--- src/rtl/au_pkg.sv ---
// ---------------------------------------------------------------------------
// au_pkg
//
// Shared types and constants for the AU result stage.
//
//   AU_W        width of the AU result word
//   au_flags_t  condition flags carried with each result {z, n, v, c}
//   au_entry_t  one buffered result: {res, flags, op_sel}
//   AU_ENTRY_W  packed width of au_entry_t (storage width of the FIFO)
//   au_make_entry()  builds an entry from raw AU outputs, deriving z
// ---------------------------------------------------------------------------
package au_pkg;

    localparam int AU_W = 16;

    typedef struct packed {
        logic z;
        logic n;
        logic v;
        logic c;
    } au_flags_t;

    typedef struct packed {
        logic [AU_W-1:0] res;
        au_flags_t       flags;
        logic            op_sel;
    } au_entry_t;

    localparam int AU_ENTRY_W = $bits(au_entry_t);

    // The AU itself does not produce a zero flag; it is derived here, once,
    // when the result is captured, so consumers never see a stale z.
    function automatic au_entry_t au_make_entry(
        input logic [AU_W-1:0] res,
        input logic            n,
        input logic            v,
        input logic            c,
        input logic            op_sel
    );
        au_entry_t e;
        e.res     = res;
        e.flags.z = (res == '0);
        e.flags.n = n;
        e.flags.v = v;
        e.flags.c = c;
        e.op_sel  = op_sel;
        return e;
    endfunction

endpackage : au_pkg

--- src/rtl/au_entry_fifo.sv ---
// ---------------------------------------------------------------------------
// au_entry_fifo
//
// Small synchronous FIFO with valid/ready handshaking on both sides.
// in_ready and out_valid are decoded from the registered occupancy only, so
// there is no combinational path from out_ready to in_ready and none from
// in_* to out_*.
//
// Parameters
//   DEPTH  number of entries; power of two, 2..8
//   WIDTH  entry width in bits
//
// Ports
//   clk, rst_n   clock, asynchronous active-low reset
//   in_valid     producer presents in_data
//   in_ready     FIFO not full
//   in_data      entry to write
//   out_valid    FIFO not empty; out_data is the head entry
//   out_ready    consumer takes the head entry
//   out_data     head entry
//   count        occupancy, 0..DEPTH
// ---------------------------------------------------------------------------
module au_entry_fifo
    import au_pkg::*;
#(
    parameter int DEPTH = 2,
    parameter int WIDTH = AU_ENTRY_W
) (
    input  logic                     clk,
    input  logic                     rst_n,
    input  logic                     in_valid,
    output logic                     in_ready,
    input  logic [WIDTH-1:0]         in_data,
    output logic                     out_valid,
    input  logic                     out_ready,
    output logic [WIDTH-1:0]         out_data,
    output logic [$clog2(DEPTH):0]   count
);

    localparam int PTR_W = $clog2(DEPTH);
    localparam int OCC_W = PTR_W + 1;
    localparam logic [OCC_W-1:0] FULL_CNT = OCC_W'(DEPTH);

    logic [WIDTH-1:0] mem [DEPTH];
    logic [PTR_W-1:0] wr_ptr;
    logic [PTR_W-1:0] rd_ptr;
    logic             push;
    logic             pop;

    // A full FIFO refuses a push even if the head is popped in the same
    // cycle; this keeps in_ready independent of out_ready.
    assign in_ready  = (count != FULL_CNT);
    assign out_valid = (count != '0);
    assign push      = in_valid && in_ready;
    assign pop       = out_valid && out_ready;
    assign out_data  = mem[rd_ptr];

    // NOTE: the storage array is reset like any other flop so the outputs
    // read as zero after reset instead of X; at this depth the cost is
    // negligible and it makes the reset state fully defined.
    always_ff @(posedge clk or negedge rst_n) begin
        if (!rst_n) begin
            for (int i = 0; i < DEPTH; i++) begin
                mem[i] <= '0;
            end
        end else if (push) begin
            mem[wr_ptr] <= in_data;
        end
    end

    // NOTE: all sequential state is assigned with non-blocking (<=) so every
    // flop samples the pre-edge values regardless of statement order.
    // DEPTH is a power of two, so the pointers wrap by natural overflow.
    always_ff @(posedge clk or negedge rst_n) begin
        if (!rst_n) begin
            wr_ptr <= '0;
            rd_ptr <= '0;
        end else begin
            if (push) wr_ptr <= wr_ptr + 1'b1;
            if (pop)  rd_ptr <= rd_ptr + 1'b1;
        end
    end

    always_ff @(posedge clk or negedge rst_n) begin
        if (!rst_n) begin
            count <= '0;
        end else begin
            case ({push, pop})
                2'b10:   count <= count + 1'b1;
                2'b01:   count <= count - 1'b1;
                default: count <= count;
            endcase
        end
    end

endmodule : au_entry_fifo

--- src/rtl/au_result_stage.sv ---
// ---------------------------------------------------------------------------
// au_result_stage
//
// Registered output stage behind the 16-bit add/sub AU. Each accepted AU
// result is captured together with its flags (z derived at capture) and
// op_sel into a small FIFO so writeback or the flag consumer can stall.
// A saturating counter records how many accepted results had overflow.
//
// Optional feature (compile-time macro AU_STICKY_FLAGS_EN):
//   adds sticky_v / sticky_c / sticky_z, OR-accumulated over accepted pushes
//   and cleared by clr. Without the macro these ports do not exist.
//
// Parameters
//   W      result width; must equal au_pkg::AU_W
//   DEPTH  FIFO entries; power of two, 2..8
//   CNT_W  width of the overflow-event counter
//
// Ports
//   clk, rst_n           clock, asynchronous active-low reset
//   in_valid / in_ready  upstream handshake
//   in_res, in_v, in_c, in_n, in_op_sel   AU result and flags
//   out_valid / out_ready                 downstream handshake
//   out_res, out_z, out_n, out_v, out_c, out_op_sel   head entry
//   count                FIFO occupancy
//   ovf_cnt              accepted entries with v=1, saturating
//   clr                  synchronous clear of ovf_cnt (and sticky flags)
// ---------------------------------------------------------------------------
module au_result_stage
    import au_pkg::*;
#(
    parameter int W     = 16,
    parameter int DEPTH = 2,
    parameter int CNT_W = 8
) (
    input  logic                   clk,
    input  logic                   rst_n,
    input  logic                   in_valid,
    output logic                   in_ready,
    input  logic [W-1:0]           in_res,
    input  logic                   in_v,
    input  logic                   in_c,
    input  logic                   in_n,
    input  logic                   in_op_sel,
    output logic                   out_valid,
    input  logic                   out_ready,
    output logic [W-1:0]           out_res,
    output logic                   out_z,
    output logic                   out_n,
    output logic                   out_v,
    output logic                   out_c,
    output logic                   out_op_sel,
    output logic [$clog2(DEPTH):0] count,
    output logic [CNT_W-1:0]       ovf_cnt,
    input  logic                   clr
`ifdef AU_STICKY_FLAGS_EN
    ,
    output logic                   sticky_v,
    output logic                   sticky_c,
    output logic                   sticky_z
`endif
);

    localparam logic [CNT_W-1:0] OVF_MAX = '1;

    au_entry_t        in_entry;
    au_entry_t        head;
    logic             push;
    logic [CNT_W-1:0] ovf_base;
    logic [CNT_W-1:0] ovf_next;

    assign in_entry = au_make_entry(in_res, in_n, in_v, in_c, in_op_sel);
    assign push     = in_valid && in_ready;

    au_entry_fifo #(
        .DEPTH (DEPTH),
        .WIDTH (AU_ENTRY_W)
    ) u_fifo (
        .clk       (clk),
        .rst_n     (rst_n),
        .in_valid  (in_valid),
        .in_ready  (in_ready),
        .in_data   (in_entry),
        .out_valid (out_valid),
        .out_ready (out_ready),
        .out_data  (head),
        .count     (count)
    );

    assign out_res    = head.res;
    assign out_z      = head.flags.z;
    assign out_n      = head.flags.n;
    assign out_v      = head.flags.v;
    assign out_c      = head.flags.c;
    assign out_op_sel = head.op_sel;

    // clr wins over the old count but not over a coincident overflow push:
    // the cleared value is the base, and that push still counts on top of it.
    // NOTE: combinational blocks assign every output a default first so no
    // path leaves a variable unassigned and no latch is inferred.
    always_comb begin
        ovf_base = clr ? '0 : ovf_cnt;
        ovf_next = ovf_base;
        if (push && in_v && (ovf_base != OVF_MAX)) begin
            ovf_next = ovf_base + 1'b1;
        end
    end

    always_ff @(posedge clk or negedge rst_n) begin
        if (!rst_n) begin
            ovf_cnt <= '0;
        end else begin
            ovf_cnt <= ovf_next;
        end
    end

`ifdef AU_STICKY_FLAGS_EN
    // On clr the history is dropped; a push in the same cycle seeds the
    // flags with that entry's values.
    always_ff @(posedge clk or negedge rst_n) begin
        if (!rst_n) begin
            sticky_v <= 1'b0;
            sticky_c <= 1'b0;
            sticky_z <= 1'b0;
        end else if (clr) begin
            sticky_v <= push && in_entry.flags.v;
            sticky_c <= push && in_entry.flags.c;
            sticky_z <= push && in_entry.flags.z;
        end else if (push) begin
            sticky_v <= sticky_v | in_entry.flags.v;
            sticky_c <= sticky_c | in_entry.flags.c;
            sticky_z <= sticky_z | in_entry.flags.z;
        end
    end
`endif

endmodule : au_result_stage

--- config.mk ---
export PLATFORM = sky130hd
export DESIGN_NAME = au_result_stage
export DESIGN_NICKNAME = d
export VERILOG_FILES = /design/src/rtl/au_pkg.sv /design/src/rtl/au_entry_fifo.sv /design/src/rtl/au_result_stage.sv
export SDC_FILE = /design/constraint.sdc
export NUM_CORES = 1
export LEC_CHECK = 0
export CAP_MARGIN = 20
export CORE_MARGIN = 1
export CORE_UTILIZATION = 40
export CTS_CLUSTER_SIZE = 28
export DETAILED_ROUTE_END_ITERATION = 16
export PLACE_DENSITY = 0.65
export SLEW_MARGIN = 20
export SYNTH_ARGS = -nofsm -noshare
export SYNTH_HDL_FRONTEND = slang
export SYNTH_HIERARCHICAL = 1
export SYNTH_SLANG_ARGS = --single-unit
--- constraint.sdc ---
create_clock -name clk -period 2.3 [get_ports clk]
set_clock_uncertainty 0.2 [all_clocks]
set_input_delay 0.345 -clock clk [delete_from_list [all_inputs] [get_ports clk]]
set_output_delay 0.345 -clock clk [all_outputs]
set_load 0.01 [all_outputs]
==> results of run 1 <==
[synthesized netlist by cell type, drive strengths merged, types with 2 or more instances]
cell     n  share of area
nand2b   3         0.0097
and2     2         0.0046
xnor2    3         0.0097
mux2i    2         0.0074
a31oi    2         0.0046
mux2    64           0.32
a21oi    5         0.0093
nand4    3         0.0093
xor2     2         0.0065
buf      7          0.038
and4     2         0.0074
inv      3         0.0042
dfrtp   54           0.50
and3     4          0.011
nor4     4         0.0093
a211oi   2         0.0056
nand3    4         0.0074
nor2     3         0.0042
[cells by family after synthesis]
| group | count (synthesis) |
|---|---|
| simple gates | 30 |
| compound gates | 11 |
| fa+ha+maj | 1 |
| xor+xnor | 5 |
| buf+inv | 11 |
| flops | 54 |
| mux | 66 |
[power groups by stage]
stage	combinational, mW	sequential, mW	clock [mW]
finish	2.39	1.61	0.559
floorplan	1.58	1.56	0
detailed placement	2.42	1.61	0
CTS	2.43	1.61	0.586
global placement	2.39	1.62	0
global route	2.53	1.67	0.619
[per-stage QoR]
step / area, sq um / setup TNS [ns] / hold WS [ns] / setup slack (ns) / power (mW)
3_5_place_dp: 3340 / 0 / 0.283 / 0.215 / 4.03
3_3_place_gp: 3340 / 0 / 0.280 / 0.242 / 4.00
2_1_floorplan: 2700 / 0 / -0.151 / 0.473 / 3.13
4_1_cts: 3450 / 0 / 0.302 / 0.0107 / 4.62
5_1_grt: 3460 / -0.00372 / 0.330 / -0.00372 / 4.82
6_report: 3460 / 0 / 0.306 / 0.0403 / 4.56
[timing repair]
| action | in CTS | in global routing |
|---|---|---|
| gates resized for setup | 0 | 4 |
| hold buffers | 1 | 0 |
| endpoints found under the hold margin | 54 | 0 |
| setup endpoints to repair | 0 | 5 |
[worst max-delay path: stages (launching register included)]
cell             delay, ns
dfrtp_1               0.40
buf_12                0.17
mux2_2                0.37
clkdlybuf4s50_1       0.48
[cell type report]
class / count / area [sq um] / area share
inverters: 3 / 11.3 / 0.00325
clock buffers: 6 / 82.6 / 0.0239
flip-flops and latches: 54 / 1350 / 0.391
multi-input cells: 113 / 1230 / 0.356
well taps: 77 / 96.3 / 0.0278
clock inverters: 2 / 17.5 / 0.00506
repair buffers: 64 / 668 / 0.193
[worst paths after layout]
check	from	end	slack [ns]
max	u_fifo/rd_ptr$_DFFE_PN0P_	out_res[0]	0.04
min	u_fifo/wr_ptr$_DFFE_PN0N_	u_fifo/wr_ptr$_DFFE_PN0N_	0.31
max reg2reg	u_fifo/count[0]$_DFFE_PN0P_	u_fifo/count[1]$_DFFE_PN0P_	0.43
min reg2reg	u_fifo/wr_ptr$_DFFE_PN0N_	u_fifo/wr_ptr$_DFFE_PN0N_	0.31
max in group asynchronous	rst_n	u_fifo/rd_ptr$_DFFE_PN0P_	0.96
min in group asynchronous	rst_n	u_fifo/mem[30]$_DFFE_PN0P_	0.49
[layer usage]
metal | share of wire | GRT usage | up-vias
li1 | - | - | 777
met1 | 0.50 | 0.225 | 796
met2 | 0.46 | 0.242 | 31
met3 | 0.033 | 0.0334 | 5
met4 | 0.0098 | 0.0470 | 0
met5 | 0 | 0 | -
[sequential cells by signal, summed over array words and instances, names as in the netlist]
name and flops:
ovf_cnt 8, u_fifo/count 2, u_fifo/mem 42, u_fifo/rd_ptr 1
u_fifo/wr_ptr 1
==> implementation parameters, run 1 <==
Parameter                              Value

Outcome
  Result of the run ... complete, but fails checks
  Failing checks ... design-rule violations

Global routing
  Global route overflow ... 0
  Initial antenna violation count ... 0
  Global-route usage over all layers ... 0.158
  First-pass GRT wire length ... 8.78 mm
  Largest net degree at the start of global routing ... 55
  Vias in the first global route ... 1707

Clock tree
  Count of buffers added by post-CTS timing repair for setup ... 0
  CTS H-tree depth ... 2
  Clock tree from TritonCTS ... yes
  Number of clock buffers inserted by TritonCTS ... 5
  Clock root buffer master ... clkbuf_8
  Total number of clock tree sinks ... 54
  Insertion delay to the later sink of the worst-skew pair ... 0.30 ns
  Clk slew on worst S/H paths ... 0.09 ns
  Largest buffer count on any clock path ... 2

Synthesis
  Mean instance size in the synthesized netlist ... 15.2 sq um
  Count of flip-flops with a built-in enable after synthesis ... 0
  #FFs+latches synth ... 54
  Mapped Nets ... 204
  Complex-gate fraction of the synthesized area ... 0.0255
  Adder-Cell Fraction of Synth Area ... 0.00463
  Largest family of logic cells by synthesized area ... multiplexers
  Cells after Synth ... 178
  Fraction of registers with async set/reset ... 1.00
  Synthesis warning total ... 6
  Synth Area in XOR/XNOR ... 0.0162
  Flip-flop cell with the highest count after synthesis ... dfrtp_1
  Share of cell area taken by muxes after synthesis ... 0.331
  Sequential share of the synthesized area ... 0.500
  Synth Cell Area ... 2700 sq um
  Number of distinct library cell variants in the gate-level netlist after synthesis ... 34
  Simple-gate portion of the synthesized area ... 0.0788

Placed design
  PortBufs ... 57
  # placed instances ... 310
  HPWL Detailed ... 3.66 mm
  GP Congestion ... 0.692

Routing
  DRT Pass-1 Iters ... 10
  Wire length reported by the detailed router ... 5.19 mm
  Violation count after the first detailed-routing iteration ... 47
  Total number of vias ... 1609
  DRC violations left ... 4
  Number of antenna-violating nets in the routed design ... 0
  Via density ... 5.04
  Wire length per cell after detailed routing ... 16.3 um

Die
  Floorplan core area ... 6420 sq um
  Horizontal die dimension ... 84.2 um
  Number of placement rows ... 29
  Initial core utilization ... 0.420
  Die outline height ... 84.2 um
  DIE AREA ... 7080 sq um
  # IOs ... 58

Worst setup path
  Crit path capture type ... output pin
  Worst R2R Path Depth ... 5
  Largest fanout of any net on the critical path ... 16
  Critical Setup Path Class ... reg2out
  CP Launch Type ... flip-flop
  Crit path required time ... 1.75 ns
  Data arrival, critical path ... 1.71 ns

Pwr
  Switch share ... 0.301
  Leak ... 1.57 nW
  Clock network fraction of design power ... 0.123
  Net switching power figure ... 1.37 mW
  Share of total power in sequential cells ... 0.353
  Combinational power share ... 0.524
  Power Dens Cells ... 1320 nW/um^2
  Internal Power ... 3.19 mW
  Largest vdd supply drop ... 769 uV

Cells and area
  Finished Layout Cells ... 319
  Commonest non-fill, non-tap cell in the layout ... dfrtp_1
  Antenna diode count ... 0
  Commonest cells after routing, fill and taps aside ... dfrtp_1, clkdlybuf4s50_1, mux2_4
  Final Net Count ... 267
  Post-layout utilization of the core ... 0.539
  Filler Cells Inserted ... 546
  Syn-to-layout area delta ... 28.1%
  Fraction of final layout cells sized beyond drive strength 1 ... 0.351

Run
  Max-capacitance violation count ... 0

STA
  Number of pins exceeding their max-slew limit in the final report ... 0
  Final count of negative-setup-slack endpoints ... 0
  Achievable clock frequency ... 443 MHz
  Transition time at the pin with the least slew margin ... 0.661 ns
  Worst relative slew slack ... 0.559
  RSZ-0062 raised after global routing ... true
  Portion of the clock cycle consumed by the worst path in the final layout ... 0.982
  Clock period minus worst slack ... 2.26 ns
  Final count of hold timing violations ... 0

Hold path
  Number of cells on the worst hold path ... 1
  Worst hold path class ... reg2reg
No activity file was read; power rests on OpenSTA's default activity.
==> inputs of run 2 (changes only) <==
Settings changed: TNS_END_PERCENT set to 10.
==> results of run 2 <==
The final DEF is identical to that of run 1; final timing and power are the same.
